===== config.mk =====
export PLATFORM = sky130hd
export DESIGN_NAME = digest_reader
export DESIGN_NICKNAME = d
export VERILOG_FILES = /design/src/rtl/digest_reader.sv
export SDC_FILE = /design/constraint.sdc
export NUM_CORES = 1
export LEC_CHECK = 0
export CAP_MARGIN = 5
export CORE_MARGIN = 2
export CORE_UTILIZATION = 51
export CTS_BUF_LIST = sky130_fd_sc_hd__clkbuf_2 sky130_fd_sc_hd__clkbuf_4 sky130_fd_sc_hd__clkbuf_8
export CTS_CLUSTER_DIAMETER = 200
export DETAILED_ROUTE_END_ITERATION = 16
export PLACE_DENSITY = 0.84
export SLEW_MARGIN = 20
export SYNTH_ARGS = -nofsm -noshare
export SYNTH_HDL_FRONTEND = slang
export SYNTH_SLANG_ARGS = --single-unit

===== constraint.sdc =====
create_clock -name clock -period 2.6 [get_ports clock]
set_input_delay 0.78 -clock clock [delete_from_list [all_inputs] [get_ports clock]]
set_output_delay 0.78 -clock clock [all_outputs]
set_load 0.1 [all_outputs]

===== src/rtl/digest_reader.sv =====
// Snapshots a packed hash digest on start and streams it out one 32-bit word
// per ready/valid handshake, H0 first, followed by a single-cycle done pulse.
module digest_reader #(
  parameter int unsigned NUM_WORDS = 8,
  localparam int unsigned IDX_W = (NUM_WORDS > 1) ? $clog2(NUM_WORDS) : 1
) (
  input  logic                      clock,
  input  logic                      ctrl_reset,
  input  logic                      start,
  input  logic [32*NUM_WORDS-1:0]   digest_in,
  input  logic                      out_ready,
  output logic                      out_valid,
  output logic [31:0]               out_data,
  output logic [IDX_W-1:0]          out_index,
  output logic                      out_last,
  output logic                      busy,
  output logic                      done
);

  typedef enum logic [1:0] {
    IDLE,
    SEND,
    DONE
  } state_t;

  state_t           state, state_nxt;
  logic [IDX_W-1:0] idx;
  logic [31:0]      snap [NUM_WORDS];
  logic             at_last;
  logic             xfer;

  assign at_last = (idx == IDX_W'(NUM_WORDS - 1));
  assign xfer    = out_valid & out_ready;

  always_ff @(posedge clock or negedge ctrl_reset) begin
    if (!ctrl_reset) state <= IDLE;
    else             state <= state_nxt;
  end

  // All outputs decode from the state register, so asserting reset clears
  // them combinationally without waiting for an edge.
  always_comb begin
    state_nxt = state;
    out_valid = 1'b0;
    busy      = 1'b0;
    done      = 1'b0;
    case (state)
      IDLE: if (start) state_nxt = SEND;
      SEND: begin
        out_valid = 1'b1;
        busy      = 1'b1;
        if (out_ready && at_last) state_nxt = DONE;
      end
      DONE: begin
        busy      = 1'b1;
        done      = 1'b1;
        state_nxt = IDLE;
      end
      default: state_nxt = IDLE;
    endcase
  end

  always_comb begin
    out_data  = '0;
    out_index = '0;
    out_last  = 1'b0;
    if (out_valid) begin
      out_data  = snap[idx];
      out_index = idx;
      out_last  = at_last;
    end
  end

  // Word 0 lives in the top 32 bits of digest_in.
  always_ff @(posedge clock or negedge ctrl_reset) begin
    if (!ctrl_reset) begin
      idx <= '0;
      for (int unsigned i = 0; i < NUM_WORDS; i++) snap[i] <= '0;
    end else if (state == IDLE && start) begin
      idx <= '0;
      for (int unsigned i = 0; i < NUM_WORDS; i++)
        snap[i] <= digest_in[(NUM_WORDS-1-i)*32 +: 32];
    end else if (xfer && !at_last) begin
      idx <= idx + IDX_W'(1);
    end
  end

endmodule


==> results of run 1 <==
## layout make-up
cell class | instances | area [µm²] | share of cell area, %
multi-input cells | 474 | 5580 | 31.8
diodes | 4 | 10.0 | 0.0569
clock inverters | 4 | 25.0 | 0.142
repair buffers | 347 | 4080 | 23.2
well taps | 313 | 392 | 2.23
inverters | 2 | 7.51 | 0.0427
flip-flops and latches | 261 | 6540 | 37.2
clock buffers | 75 | 938 | 5.34
## how the worst max path moves through the flow
stage                               from      endpoint  slack [ps]
floorplan           state[1]$_DFFE_PN0P_   out_data[0]         -40
global placement      idx[2]$_DFFE_PN0P_   out_data[4]          60
detailed placement    idx[2]$_DFFE_PN0P_  out_data[26]          50
CTS                   idx[0]$_DFFE_PN0P_  out_data[10]        -410
global route          idx[0]$_DFFE_PN0P_   out_data[4]        -460
finish                idx[0]$_DFFE_PN0P_   out_data[4]        -360
## registers in the layout, summed over array words and instances (netlist names)
name	count
idx	3
state	2
snap	256
## worst max-delay path: stages, from the launching register on
cell	delay, ps
dfrtp_2	410
buf_12	210
mux4_2	560
o22ai_2	210
nor2_4	80
buf_12	170
## synth_stat cells (2+ instances only)
cell and number:
buf_12 2, mux2i_1 2, buf_6 2, nor2_1 35
and2_1 5, o21ai_0 28, buf_4 4, mux4_1 4
buf_2 38, dfrtp_1 261, o21ai_1 5, clkbuf_1 10
mux2_2 321, o22ai_1 32, mux4_2 28, nand2_1 2
inv_1 2, ha_1 6
## per-layer routing
| layer | global-route usage, % | vias to the layer above |
|---|---|---|
| met1 | 31.3 | 4089 |
| li1 | - | 3608 |
| met2 | 46.1 | 271 |
| met5 | 0 | - |
| met3 | 6.40 | 76 |
| met4 | 10.8 | 0 |
## stage by stage
stage	TNS, ps	setup slack [ps]	cell area, µm²	cells	hold slack, ps
6_report	-10440	-358	17600	1480	175
2_1_floorplan	-547	-36.5	12200	795	472
3_3_place_gp	0	63.1	16200	1388	483
4_1_cts	-12060	-408	17500	1476	153
3_5_place_dp	0	48.5	16200	1388	490
5_1_grt	-13260	-460	17600	1477	181
## power groups by stage
stage / Combinational (W) / Clock, W / Sequential (W)
global placement: 0.0120 / 0 / 0.00718
global route: 0.0138 / 0.00414 / 0.00753
CTS: 0.0130 / 0.00397 / 0.00724
finish: 0.0132 / 0.00388 / 0.00730
floorplan: 0.00876 / 0 / 0.00682
detailed placement: 0.0122 / 0 / 0.00731
## logic make-up (layout without fill, tap and decap cells)
family	after synthesis	in the layout
mux	355	355
flops	261	261
compound gates	67	67
buf+inv	60	428
simple gates	45	45
fa+ha+maj	6	6
xor+xnor	1	1
other cells	0	4
## repair_timing
item | CTS | global route
setup buffers | 8 | 0
resized for setup | 57 | 18
setup endpoints to repair | 37 | 35
gates cloned | 1 | 0
==> impl_results.md, run 1 <==
- Status: finished, violations left
- Failing checks: negative setup slack
- Combinational group share of total power: 54.2%
- TritonCTS clock tree: yes
- Critical path class: reg2out
- Clock-pin slew on the worst setup and hold paths: 60 ps
- Vias per inst: 5.44
- Most frequent cells in the layout: 321 x mux2_2, 258 x clkdlybuf4s50_1, 258 x dfrtp_1
- RSZ-0062 raised after global routing: true
- Worst reg2reg endpoint: idx[2]$_DFFE_PN0P_
- Syn_area_per_cell: 15.0 µm²
- Post-Synth XOR/XNOR Area: 0.0736%
- Initial Util: 52.2%
- Max-cap violations: 0
- Die Footprint: 24600 µm²
- Sequential share of the synthesized area: 54.9%
- GP Congestion: 0.790
- Depth of the most critical reg-to-reg path: 7
- Rel. slew slack: 70.2%
- Leading cell type in the layout, fill and taps excluded: mux2_2
- Buffers on Ports: 298
- Worst Setup End Kind: output pin
- Number of global-route vias before repair: 9189
- DR DRC count: 0
- Switch share: 39.0%
- Main combinational cell family by area after synthesis: multiplexers
- Hold WC Path Type: in2async
- Mapped Nets: 1061
- Antenna violations before repair: 1
- Area of the core: 22800 µm²
- Synth Flop Type: dfrtp_1
- Nets: 1396
- R2R Setup Slk: 750 ps
- R2R Path Start: idx[0]$_DFFE_PN0P_
- First-pass GRT wire length: 49.5 mm
- Sw power: 0.00951 W
- Largest net degree at the start of global routing: 54
- Synth top area cells: dfrtp_1 55%, mux2_2 30%, mux4_2 5.3%
- Netlist cell types: 26
- Routed WL: 32.2 mm
- Total GRT Usage: 26.4%
- # hold bufs at CTS: 0
- DIE WIDTH: 157 µm
- Overflow after GRT: 0
- WL met2: 16.8 mm
- Worst path arrival time: 2180 ps
- Post-synth EDFFs: 0
- PwrDens: 1390 nW/µm²
- Syn Inst Count: 795
- # fillers: 1349
- Clock share of power: 15.9%
- Share of cells above drive strength 1: 51.5%
- Worst-skew pair later-pin latency: 550 ps
- Max layer used: met4
- DR WL/cell: 21.7 µm
- Yosys top cell by area: dfrtp_1
- Internal: 0.0149 W
- Async S/R FF share, synth: 100%
- Fmax: 338 MHz
- 1st-pass router iterations: 4
- Worst-Margin Slew: 447 ps
- Layout Skew: 21.4 ps
- Ports: 299
- CTS H-tree depth: 2
- Yosys warns: 0
- Tcrit/Tclk final: 114%
- Post-synthesis adder-cell area fraction: 0.631%
- Final setup margin: -358 ps
- Crit-path max FO: 17
- Power, Total: 0.0244 W
- Clk buf depth: 3
- Crit path required time: 1820 ps
- Post-layout minimum cycle time: 2960 ps
- Number of DRC markers in iteration 0: 246
- Post-synth top area share: 54.9%
- Slew Viols, Final: 0
- Clk sinks: 261
- Max IR drop VDD: 1500 µV
- Num rows: 55
- Die height: 157 µm
- Via Count: 8044
- Area Overhead vs Synth: 47.7%
- Met3 wire len: 2.04 mm
- Sequential power share: 29.9%
- Simple-gate area share of the yosys netlist: 1.60%
- CTS buffer count: 44
- Seq cells post-synth: 261
- Hold Violations, Final: 0
- Routed Antenna Nets: 0
- P_leak: 7.02 nW
- Routed met1 length: 12.2 mm
- Compound-Gate Fraction of Synth Area: 3.18%
- Final setup viols: 33
- Layout Utilization: 77.2%
- Clock root cell: clkbuf_8
- Critical Path Start Type: flop
- Multiplexer share of the synthesized area: 36.7%
- Post-Synthesis Cell Area: 11900 µm²
- DPL Wire Length: 21.9 mm
Power figures use the tool's default switching activity.
==> run 2, diff against run 1 <==
Settings changed: ABC_CLOCK_PERIOD_IN_PS set to 2600.
==> results of run 2 <==
The final DEF is identical to that of run 1; final timing and power are the same.
==> run 3, diff against run 2 <==
Settings changed: CELL_PAD_IN_SITES_DETAIL_PLACEMENT set to 1, CELL_PAD_IN_SITES_GLOBAL_PLACEMENT set to 2, CORE_UTILIZATION 51 to 35.
==> impl_results.md, run 3 (synthesis results as in run 1) <==
- Initial Util: 35.5% (-17 points)
- Routed WL: 35.6 mm (+11%)
- Failing checks: negative setup slack
- Max reg flops: 256 (unchanged)
- Leading cell type in the layout, fill and taps excluded: mux2_2
- Critical-path cell list: buf_12 > buf_16 > mux4_2 > o22ai_4 > nor2_4 > buf_12
- Footprint of the multi-input gates: 5660 µm² (+1.3%)
- Critical path buffers and inverters: 3 (+1)
- CTS buffer count: 48 (+9.1%)
- Largest net degree at the start of global routing: 55 (+1.9%)
- CTS H-tree depth: 2 (unchanged)
- # hold bufs at CTS: 0 (unchanged)
- # fillers: 3223 (+140%)
- Total GRT Usage: 19.9% (-6.5 points)
- Number of DRC markers in iteration 0: 270 (+9.8%)
- Crit-path max FO: 12 (-5)
- Setup TNS: -11800 ps (-1360 ps)
- Die height: 188 µm (+20%)
- GP Congestion: 0.758 (-4.1%)
- Final setup margin: -403 ps (-44.6 ps)
- Final setup viols: 33 (unchanged)
- DPL Wire Length: 24.2 mm (+10%)
- Worst Setup End Kind: output pin
- Fmax: 333 MHz (-1.5%)
- Hold Violations, Final: 0 (unchanged)
- DR DRC count: 0 (unchanged)
- Vias per inst: 4.98 (-8.4%)
- CP delay by family, top: multiplexers
- Power, Total: 0.0250 W (+2.2%)
- Worst path max stage delay: 540 ps (-20 ps)
- PwrDens: 1380 nW/µm² (-0.47%)
- Reg area: 6540 µm² (about the same)
- Critical Path Start Type: flop
- CP most frequent cell: buf_12
- Worst-skew pair later-pin latency: 560 ps (about the same)
- Buffers on Ports: 298 (unchanged)
- Worst path arrival time: 2220 ps (+40 ps)
- First-pass GRT wire length: 54.8 mm (+11%)
- Slew Viols, Final: 0 (unchanged)
- Num rows: 67 (+22%)
- Max IR drop VDD: 856 µV (-43%)
- Area of the core: 33500 µm² (+47%)
- Tcrit/Tclk final: 115% (+1.7 points)
- Status: finished, violations left
- Area Overhead vs Synth: 51.7%
- Post-layout minimum cycle time: 3000 ps (+44.6 ps)
- Max-cap violations: 0 (unchanged)
- Clock-pin slew on the worst setup and hold paths: 50 ps (about the same)
- Critical path class: reg2out
- Worst slack, placed: 89.7 ps (+41.3 ps)
- Clk sinks: 261 (unchanged)
- DR WL/cell: 21.8 µm (+0.43%)
- Die Footprint: 35500 µm² (+44%)
- P_leak: 7.16 nW (+2.0%)
- DIE WIDTH: 188 µm (+20%)
- Largest regs: snap x256, idx x3, state x2
- Antenna violations before repair: 1 (unchanged)
- Clock root cell: clkbuf_8
- RSZ-0062 raised after global routing: true
- Crit path required time: 1820 ps (about the same)
- Hold WC Path Type: in2async
- Crit-path slowest cell: mux4_2
- Overflow after GRT: 0 (unchanged)
- Worst-Margin Slew: 469 ps (+22.1 ps)
- TritonCTS clock tree: yes
- Ports: 299 (unchanged)
- Share of cells above drive strength 1: 52.8% (+1.3 points)
- Layout Skew: 21.0 ps (-0.392 ps)
- Routed Antenna Nets: 0 (unchanged)
- Nets: 1416 (+1.4%)
- Number of global-route vias before repair: 9274 (+0.93%)
- Most frequent cells in the layout: 321 x mux2_2, 258 x clkdlybuf4s50_1, 258 x dfrtp_1
- Biggest register: snap
- Clk buf depth: 3 (unchanged)
- 1st-pass router iterations: 4 (unchanged)
- Via Count: 8124 (+0.99%)
- Rel. slew slack: 68.7% (-1.5 points)
-- run 3: cell count changes in the layout (fill, tap and decap cells not counted), moves of 3 or more --
cell | previous run | this run
buf_12 | 64 | 60
buf_16 | 1 | 4
buf_4 | 22 | 29
buf_6 | 1 | 5
clkbuf_16 | 0 | 4
clkbuf_4 | 15 | 24
clkbuf_8 | 60 | 57
diode_2 | 4 | 1
o21ai_1 | 29 | 25
o21ai_2 | 2 | 5
o22ai_2 | 19 | 13
o22ai_4 | 13 | 19
-- run 3: stage by stage --
stage | std cells | util [%] | hold slack, ps | area, µm²
finish | 1632 | 53.9 | 160 | 18100
global route | 1631 | 53.8 | 162 | 18100
CTS | 1618 | 52.9 | 129 | 17700
detailed placement | 1529 | 48.8 | 491 | 16300
global placement | 1529 | 48.8 | 483 | 16300
floorplan | 795 | - | 472 | 12200
-- run 3: cell type report --
| class | instances | area share [%] |
|---|---|---|
| sequential | 261 | 36.2 |
| multi-input combinational | 474 | 31.3 |
| timing repair buffer | 363 | 23.9 |
| clock buffer | 81 | 5.34 |
| tap | 448 | 3.10 |
| clock inverter | 2 | 0.0831 |
| inverter | 2 | 0.0416 |
| antenna | 1 | 0.0139 |
-- run 3: report_power, final --
part | switching [W] | internal [W]
combinational | 0.00693 | 0.00681
sequential | 0.00108 | 0.00614
clock | 0.00168 | 0.00231
-- run 3: timing repair --
item	4_1_cts	5_1_grt
cloned	2	6
pin swaps	0	3
endpoints found under the setup margin	36	38
gates resized for setup	59	38
buffers inserted	4	7
-- run 3: worst paths after layout --
check,from,endpoint,slack [ps],cells past startpoint
hold / removal,ctrl_reset,snap[254]$_DFFE_PN0P_,160,1
hold reg to reg,snap[43]$_DFFE_PN0P_,snap[43]$_DFFE_PN0P_,500,1
setup reg to reg,state[1]$_DFFE_PN0P_,snap[238]$_DFFE_PN0P_,680,8
setup / recovery,idx[0]$_DFFE_PN0P_,out_data[16],-400,6
min in group clock,snap[43]$_DFFE_PN0P_,snap[43]$_DFFE_PN0P_,500,1
max in group asynchronous,ctrl_reset,snap[139]$_DFFE_PN0P_,1720,2
-- run 3: metal layers --
layer	vias up	track usage [%]	wire length (µm)
li1	3644	-	-
met1	4192	26.7	15600
met2	234	33.1	17600
met3	52	4.08	1720
met4	2	5.17	671
met5	-	0	13
-- run 3: worst reg2reg max path: cells and delay by family (launching register included) --
kind	cells	cell delay [ps]
muxes	1	360
DFF	1	390
and+or+nand+nor	1	170
adders and majority gates	1	120
buffers and inverters	5	750
